File: src/rtl/counter_pkg.sv
// Shared helpers for the wrapping counter: parameter legality, next-value and
// load-clamp arithmetic, and the per-cycle operation decode.
package counter_pkg;

    // Wide enough that count+step can never alias for any legal nbits/step.
    localparam int unsigned calc_w = 64;
    typedef logic [calc_w-1:0] calc_t;

    typedef enum logic [1:0] {
        op_hold  = 2'd0,
        op_clear = 2'd1,
        op_load  = 2'd2,
        op_step  = 2'd3
    } op_t;

    function automatic bit params_ok(input int nbits, input int min,
                                     input int max, input int step);
        return (nbits >= 1) && (nbits <= 31) && (min >= 0) && (min <= max) &&
               (step >= 1) && (longint'(max) < (longint'(1) << nbits));
    endfunction

    // Returns the value after one enabled step and flags a wrap; any overshoot
    // past max is dropped rather than carried into the wrapped value.
    function automatic calc_t next_value(input calc_t count, input calc_t step,
                                         input calc_t min, input calc_t max,
                                         output logic wrap);
        calc_t sum;
        sum  = count + step;
        wrap = (sum > max);
        return wrap ? min : sum;
    endfunction

    function automatic calc_t clamp(input calc_t value, input calc_t min,
                                    input calc_t max);
        if (value < min) return min;
        if (value > max) return max;
        return value;
    endfunction

    // Priority clr > load > en; reset is handled by the register itself.
    function automatic op_t decode_op(input logic clr, input logic load,
                                      input logic en);
        if (clr)       return op_clear;
        else if (load) return op_load;
        else if (en)   return op_step;
        else           return op_hold;
    endfunction

endpackage

File: src/rtl/counter.sv
// Parameterised wrapping counter [min,max] with combinational overflow that
// marks the cycle before a wrap. Define COUNTER_LOAD_EN to add a clamped load.
module counter
    import counter_pkg::*;
#(
    parameter int nbits = 8,
    parameter int min   = 0,
    parameter int max   = 2**nbits - 1,
    parameter int step  = 1
) (
    input  logic             clk,
    input  logic             rst,
    input  logic             clr,
    input  logic             en,
`ifdef COUNTER_LOAD_EN
    input  logic             load,
    input  logic [nbits-1:0] load_value,
`endif
    output logic [nbits-1:0] count,
    output logic             overflow
);

    if (!params_ok(nbits, min, max, step)) begin : g_illegal_params
        $error("counter: illegal parameters nbits=%0d min=%0d max=%0d step=%0d",
               nbits, min, max, step);
    end

    localparam calc_t            min_c  = calc_t'(min);
    localparam calc_t            max_c  = calc_t'(max);
    localparam calc_t            step_c = calc_t'(step);
    localparam logic [nbits-1:0] min_q  = nbits'(min);

    op_t              op;
    logic             wrap;
    logic             load_req;
    logic [nbits-1:0] step_value;
    logic [nbits-1:0] count_d;

    // NOTE: every always_comb output gets a default first so no path can
    // leave it unassigned and infer a latch.
    always_comb begin
        wrap       = 1'b0;
        step_value = nbits'(next_value(calc_t'(count), step_c, min_c, max_c, wrap));
`ifdef COUNTER_LOAD_EN
        load_req   = load;
`else
        load_req   = 1'b0;
`endif
        op         = decode_op(clr, load_req, en);
        count_d    = count;
        unique case (op)
            op_clear: count_d = min_q;
`ifdef COUNTER_LOAD_EN
            op_load:  count_d = nbits'(clamp(calc_t'(load_value), min_c, max_c));
`endif
            op_step:  count_d = step_value;
            default:  count_d = count;
        endcase
    end

    // High only in a stepping cycle that will wrap; clear and load suppress it.
    assign overflow = (op == op_step) && wrap;

    // NOTE: state registers use non-blocking assignment so every flop samples
    // the pre-edge values regardless of block ordering.
    always_ff @(posedge clk or negedge rst) begin
        if (!rst) count <= min_q;
        else      count <= count_d;
    end

endmodule

File: config.mk
export PLATFORM = sky130hd
export DESIGN_NAME = counter
export DESIGN_NICKNAME = d
export VERILOG_FILES = /design/src/rtl/counter_pkg.sv /design/src/rtl/counter.sv
export SDC_FILE = /design/constraint.sdc
export NUM_CORES = 1
export LEC_CHECK = 0
export BUFFER_PORTS_ARGS = -buffer_cell sky130_fd_sc_hd__buf_2
export CAP_MARGIN = 20
export CORE_AREA = 5 5 42 44
export CTS_CLUSTER_SIZE = 40
export DETAILED_ROUTE_END_ITERATION = 7
export DIE_AREA = 0 0 47 49
export PLACE_DENSITY_LB_ADDON = 0.3
export SLEW_MARGIN = 20
export SYNTH_ARGS = -nofsm -noshare
export SYNTH_HDL_FRONTEND = slang
export SYNTH_SLANG_ARGS = --single-unit
File: constraint.sdc
create_clock -name clk -period 1.8 [get_ports clk]
set_input_delay 0.36 -clock clk [delete_from_list [all_inputs] [get_ports clk]]
set_output_delay 0.36 -clock clk [all_outputs]
set_load 0.01 [all_outputs]
# After elaboration in Yosys (flattened, before gate mapping)

Index checks and enable logic that the tools add are counted.

Register bits after elaboration: 8
Input port bits: 4
Output and inout bits: 9

Reduce and logical (&&, ||, !) cells: 2
$add $sub $neg: 1
Equal/unequal tests: 2
Mux-type cells: 4
Magnitude comparators: 1

Operators by type and width:

| cell                | number |
|---|---|
| $pmux 8 s2          | 1 |
| $add 8x1->9 const B | 1 |
| $gt 9x8->1 const B  | 1 |
| $mux 8              | 1 |
| $mux 2              | 2 |
| $eq 2x1->1 const B  | 1 |
| $eq 2x2->1 const B  | 1 |
| $reduce_bool 2->1   | 1 |
| $logic_and 1x1->1   | 1 |

# Logic depth before layout (Yosys ltp)

Gate-level depths: netlist (run 1).

Word-level depth: 4
Gate-level depth with buffers: 6
Depth with buffers taken out: 6

# Worst setup path after synthesis (run 1)

Ideal clock, no wire load.

Kind: register to output
From: register count[0]
To: output overflow
Cell stages (with the launch flop): 7
Path slack: -0.247 ns
Required time: 1.440 ns
Arrival: 1.687 ns
Buffers on the path: 0
Cell sequence: dfrtp_1 > inv_1 > ha_1 > nor4_1 > o2111ai_2 > nand2b_4 > a21oi_1

Word-level cells in the longest chain between the ends: 3

RTL lines:

| element                | RTL line          | RTL |
|---|---|---|
| start, declared        | counter.sv:19     | `output logic [nbits-1:0] count,` |
| start signal, assigned | counter.sv:67     | `if (!rst) count <= min_q;` |
| start signal, assigned | counter.sv:68     | `else count <= count_d;` |
| $add 8x1->9            | counter_pkg.sv:28 | `sum = count + step;` |
| $gt 9x8->1             | counter_pkg.sv:29 | `wrap = (sum > max);` |
| $logic_and 1x1->1      | counter.sv:62     | `assign overflow = (op == op_step) && wrap;` |
| end, declared          | counter.sv:20     | `output logic overflow` |

No other way between the ends.

# Final worst setup path (run 1)

Ends and elaborated chain as after synthesis.

==> results of run 1 <==
## how the worst max path moves through the flow
stage	from	to	slack, ps	depth (start not counted)
finish	count[0]	overflow	-330	7
global route	count[0]	overflow	-420	7
CTS	count[1]	overflow	-330	7
detailed placement	count[1]	overflow	-90	6
global placement	count[0]	overflow	-70	7
floorplan	count[0]	overflow	-30	6
## per-layer routing
| metal | track usage [%] | share of wire, % | vias to the layer above |
|---|---|---|---|
| met4 | 5.53 | 1.1 | 0 |
| met3 | 2.21 | 3.7 | 2 |
| met5 | 0 | 0 | - |
| met2 | 19.9 | 49 | 7 |
| li1 | - | - | 246 |
| met1 | 17.0 | 46 | 224 |
## cell families after synthesis
kind of cell	synth area share, %
compound gates	18.2
xor+xnor	8.50
fa+ha+maj	4.85
buf+inv	2.18
flops	38.8
simple gates	27.4
## critical path, cell delays in order (launching register included)
cell and delay [ps]:
dfrtp_2 440, inv_2 70, ha_4 200, nor4_4 220
o2111ai_2 150, nand2b_4 180, a21oi_4 130, buf_6 110
## what timing repair did
action | in CTS | in global routing
hold buffers | 1 | 0
endpoints found under the hold margin | 8 | 0
gates cloned | 0 | 0
endpoints found under the setup margin | 3 | 7
gates resized for setup | 2 | 7
pin swaps | 1 | 0
## cell usage after synthesis
library cell	count	share of area, %
xor2_1	2	3.4
a21oi_1	1	0.97
or3_1	1	1.2
nand3_1	2	1.9
nor2b_4	1	2.7
a32o_1	3	5.8
inv_1	3	2.2
nand2_1	6	4.4
o21a_1	1	1.5
nand2b_1	1	1.2
o211ai_1	1	1.5
a211o_1	1	1.7
nand3_2	1	1.9
ha_1	2	4.9
o2111ai_2	1	2.9
nor4b_1	1	1.7
xnor2_1	3	5.1
nor2_1	4	2.9
dfrtp_1	8	39
nand2b_4	1	2.7
nor4_1	1	1.2
nor3_2	1	1.9
nand4_1	1	1.2
nor3b_1	1	1.5
nor3_1	1	0.97
o21ai_0	4	3.9
## through the flow
step	worst slack [ps]	instance area (µm²)
4_1_cts	-334	749
6_report	-328	781
3_5_place_dp	-92.4	704
2_1_floorplan	-29.5	557
3_3_place_gp	-65.3	704
5_1_grt	-419	781
## layout make-up
cell class / instances / share of cell area [%]
multi-input combinational: 42 / 48.2
clock buffer: 4 / 3.37
inverter: 3 / 1.44
tap: 16 / 2.56
timing repair buffer: 22 / 18.4
sequential: 8 / 26.0
## power by group through the flow
stage	registers [mW]	logic, mW	clock network, mW
6_report	0.191	0.0565	0.155
5_1_grt	0.191	0.0611	0.170
4_1_cts	0.189	0.0558	0.161
3_5_place_dp	0.192	0.0538	0
3_3_place_gp	0.192	0.0530	0
2_1_floorplan	0.197	0.0231	0
==> flow_summary.json, run 1 <==
{
  "powerDensity_mw_per_mm2": 515,
  "postSynthCellCount": 53,
  "synthDistinctLibCells": 26,
  "leakagePower_nw": 0.352,
  "diodes": 0,
  "synth_warnings": 0,
  "finalPower_mw": 0.402,
  "syn_area_um2": 515,
  "grt-ovfl-total": 0,
  "status": "complete, but fails checks",
  "multiInputGateArea_um2": 377,
  "grt_pass1_wl_mm": 2.18,
  "required_ps": 1440,
  "ys_seq_elements": 8,
  "cts-root-buf": "clkbuf_4",
  "cts_setup_buffers": 0,
  "stdcell_count": 95,
  "cap_viol_max_count": 0,
  "hp-class": "in2async",
  "irDropWorstVdd_uv": 470,
  "die_w_um": 47,
  "crit_fanout": 3,
  "fin_ws_ps": -328,
  "fin_nets": 86,
  "grt_usage_pct": 12.9,
  "crit_type": "reg2out",
  "power.clock.fraction_pct": 38.5,
  "syn2layout_area_growth_pct": 51.5,
  "holdWs_ps": 465,
  "biggestRegsByFlops": "count: 8 flops",
  "vias": 479,
  "dp_cells": 90,
  "antenna_found_initial": 0,
  "cts_buffer_depth": 2,
  "slew_violations": 0,
  "maxClockFrequency_mhz": 470,
  "seqPwrFrac_pct": 47.5,
  "coreArea_mm2": 0.00140,
  "clk_pin_slew_ps": 70,
  "antenna_left": 0,
  "endpoint_kind": "output pin",
  "final-hold-violation-count": 0,
  "max-slew-margin-rel_pct": 63.1,
  "crit_arrival_ps": 1770,
  "cts_num_sinks": 8,
  "layout_common_cells": "buf_2 (11), buf_4 (9), nand2_1 (6), dfrtp_1 (6), nor2_1 (4)",
  "final.period_utilization_pct": 118,
  "portBuffers": 12,
  "rsz0062_at_grt": "yes",
  "skew_ps": 11.1,
  "num-fill-cells": 138,
  "initial_utilization_pct": 36.8,
  "min_period_ps": 2130,
  "wl_mm": 1.33,
  "first_global_vias": 488,
  "cp-start-kind": "register",
  "die_area_mm2": 0.00230,
  "htreeDepth": 1,
  "dpl.hpwl_mm": 1.01,
  "cts_tree": "built",
  "rrSetupSlack_ps": 10,
  "setup_viol": 1,
  "cts_buffers": 3,
  "r2r_end": "count[4]",
  "fin_tns_setup_ps": -328,
  "die_y_um": 49,
  "drt_iter0_drc": 3,
  "gp_congestion": 0.791,
  "wl_per_cell_um": 14.0,
  "insertion_delay_ps": 260,
  "utilization_pct": 55.7,
  "drive_gt1_share_pct": 46.8,
  "ys_seq_area_share_pct": 38.8,
  "regArea_um2": 203,
  "intPower_mw": 0.295,
  "combPwrFrac_pct": 14.0,
  "num_rows": 14,
  "post-route-drc-count": 0,
  "layout_commonest_cell": "buf_2",
  "worstMarginPinSlew_ps": 551,
  "r2r-start": "count[0]",
  "failed_checks": "negative setup slack",
  "largest_reg_flops": 8,
  "r2r.worst_path.cells": 7,
  "p_sw_mw": 0.108,
  "routed_via_density": 5.04,
  "synth_area_per_cell_um2": 9.73,
  "swShare_pct": 26.8,
  "io_pins": 13,
  "syn_nets": 59,
  "top_register": "count",
  "grt_max_degree": 9,
  "dr.pass1.iters": 6
}
No activity file was read; power rests on OpenSTA's default activity.
==> inputs of run 2 (changes only) <==
==> constraint.sdc (replaced) <==
create_clock -name clk -period 1.8 [get_ports clk]
set_input_delay 0.27 -clock clk [delete_from_list [all_inputs] [get_ports clk]]
set_output_delay 0.27 -clock clk [all_outputs]
set_load 0.01 [all_outputs]
==> run 2 against run 1 <==
  * Via count rose by 3.8%
  * Sequential share of layout area rose by 0.13 points
  * Largest power group unchanged
  * The flow still finishes with violations (negative setup slack)
  * Sequential power barely moved
==> flow_summary.json, run 2 (synthesis results as in run 1) <==
{
  "status": "complete, but fails checks",
  "failed_checks": "negative setup slack",
  "die_w_um": 47,
  "grt_max_degree": 9,
  "fin_nets": 85,
  "final.period_utilization_pct": 114,
  "cts-root-buf": "clkbuf_4",
  "largest_reg_flops": 8,
  "io_pins": 13,
  "die_y_um": 49,
  "r2r.worst_path.cells": 8,
  "irDropWorstVdd_uv": 412,
  "rrSetupSlack_ps": -120,
  "skew_ps": 20.4,
  "setup_viol": 3,
  "drive_gt1_share_pct": 47.4,
  "maxClockFrequency_mhz": 486,
  "grt_pass1_wl_mm": 2.25,
  "crit_arrival_ps": 1790,
  "stdcell_count": 94,
  "cts_buffers": 3,
  "leakagePower_nw": 0.346,
  "required_ps": 1530,
  "cp-start-kind": "register",
  "crit_fanout": 5,
  "r2r-start": "count[0]",
  "vias": 497,
  "cp_slowest_stage_delay_ps": 420,
  "holdWs_ps": 359,
  "coreArea_mm2": 0.00140,
  "slowest_stage": "dfrtp_2",
  "initial_utilization_pct": 36.8,
  "final-hold-violation-count": 0,
  "cts_tree": "built",
  "dr.pass1.iters": 4,
  "dpl.hpwl_um": 930,
  "grt_usage_pct": 13.6,
  "die_area_mm2": 0.00230,
  "htreeDepth": 1,
  "diodes": 0,
  "startpoint": "count[0]",
  "portBuffers": 12,
  "hp-class": "in2async",
  "clk_pin_slew_ps": 70,
  "powerDensity_mw_per_mm2": 521,
  "wl_mm": 1.36,
  "antenna_left": 0,
  "grt-ovfl-total": 0,
  "fin_ws_ps": -260,
  "syn2layout_area_growth_pct": 50.7,
  "finalPower_mw": 0.405,
  "crit_type": "reg2out",
  "cts_buffer_depth": 2,
  "gp_congestion": 0.797,
  "utilization_pct": 55.4,
  "fin_tns_setup_ps": -466,
  "endpoint_kind": "output pin",
  "first_global_vias": 515,
  "pre_cts_slack_ps": -96.4,
  "rsz0062_at_grt": "yes",
  "r2r_end": "count[2]",
  "biggestRegsByFlops": "count: 8 flops",
  "num_rows": 14,
  "min_period_ps": 2060,
  "slew_violations": 0,
  "antenna_found_initial": 0,
  "routed_via_density": 5.29,
  "worstMarginPinSlew_ps": 503,
  "cts_num_sinks": 8,
  "critPathCapture": "overflow",
  "wl_per_cell_um": 14.5,
  "crit_chain": "buf_4, nand4_1, nor2_1, xnor2_1, nand2b_4, a21oi_4, buf_6",
  "layout_commonest_cell": "buf_2",
  "placed_area_um2": 659,
  "final_area_um2": 777,
  "top_register": "count",
  "insertion_delay_ps": 270,
  "dp_cells": 87,
  "max-slew-margin-rel_pct": 66.3,
  "layout_common_cells": "buf_2 (11), buf_4 (8), nand2_1 (6), dfrtp_1 (6), nor2_1 (4)",
  "post-route-drc-count": 0,
  "drt_iter0_drc": 23,
  "cap_viol_max_count": 0
}
-- run 2: worst min-delay path by stage --
stage               startpoint        to  slack (ps)  cells past startpoint
global route               rst  count[6]         390                      2
finish                     rst  count[6]         360                      2
CTS                        rst  count[7]         370                      2
floorplan                  rst  count[0]         -30                      0
detailed placement         rst  count[1]         120                      1
global placement           rst  count[1]         120                      1
-- run 2: timing repair --
item | in CTS | in global routing
setup buffers | 2 | 0
hold buffers | 1 | 0
resized for setup | 7 | 6
cloned | 0 | 0
endpoints found under the hold margin | 8 | 0
pin swaps | 4 | 1
endpoints found under the setup margin | 3 | 9
-- run 2: per-layer routing --
layer  global-route usage, %  wire [µm]
met4                    4.15         11
met5                       0          0
met2                    20.6        641
met3                    7.38         82
met1                    16.3        625
-- run 2: worst max-delay path: cells and delay by family (launching register included) --
family / cells / cell delay [ps]
AND/OR/NAND/NOR: 3 / 440
flip-flops: 1 / 420
buffers and inverters: 2 / 280
XOR/XNOR: 1 / 240
AO/OA/AOI/OAI: 1 / 120
-- run 2: layout make-up --
class                   instances  area [µm²]
multi-input cells              42         380
repair buffers                 21         136
inverters                       3        11.3
well taps                      16        20.0
clock buffers                   4        26.3
fillers                       131         624
flip-flops and latches          8         203
-- run 2: where the power goes --
part | internal, mW | switching [mW] | leakage, nW | total (mW)
Sequential | 0.184 | 0.00753 | 0.107 | 0.192
Combinational | 0.0251 | 0.0310 | 0.224 | 0.0561
Clock | 0.0852 | 0.0716 | 0.0150 | 0.157
Total | 0.295 | 0.110 | 0.346 | 0.405
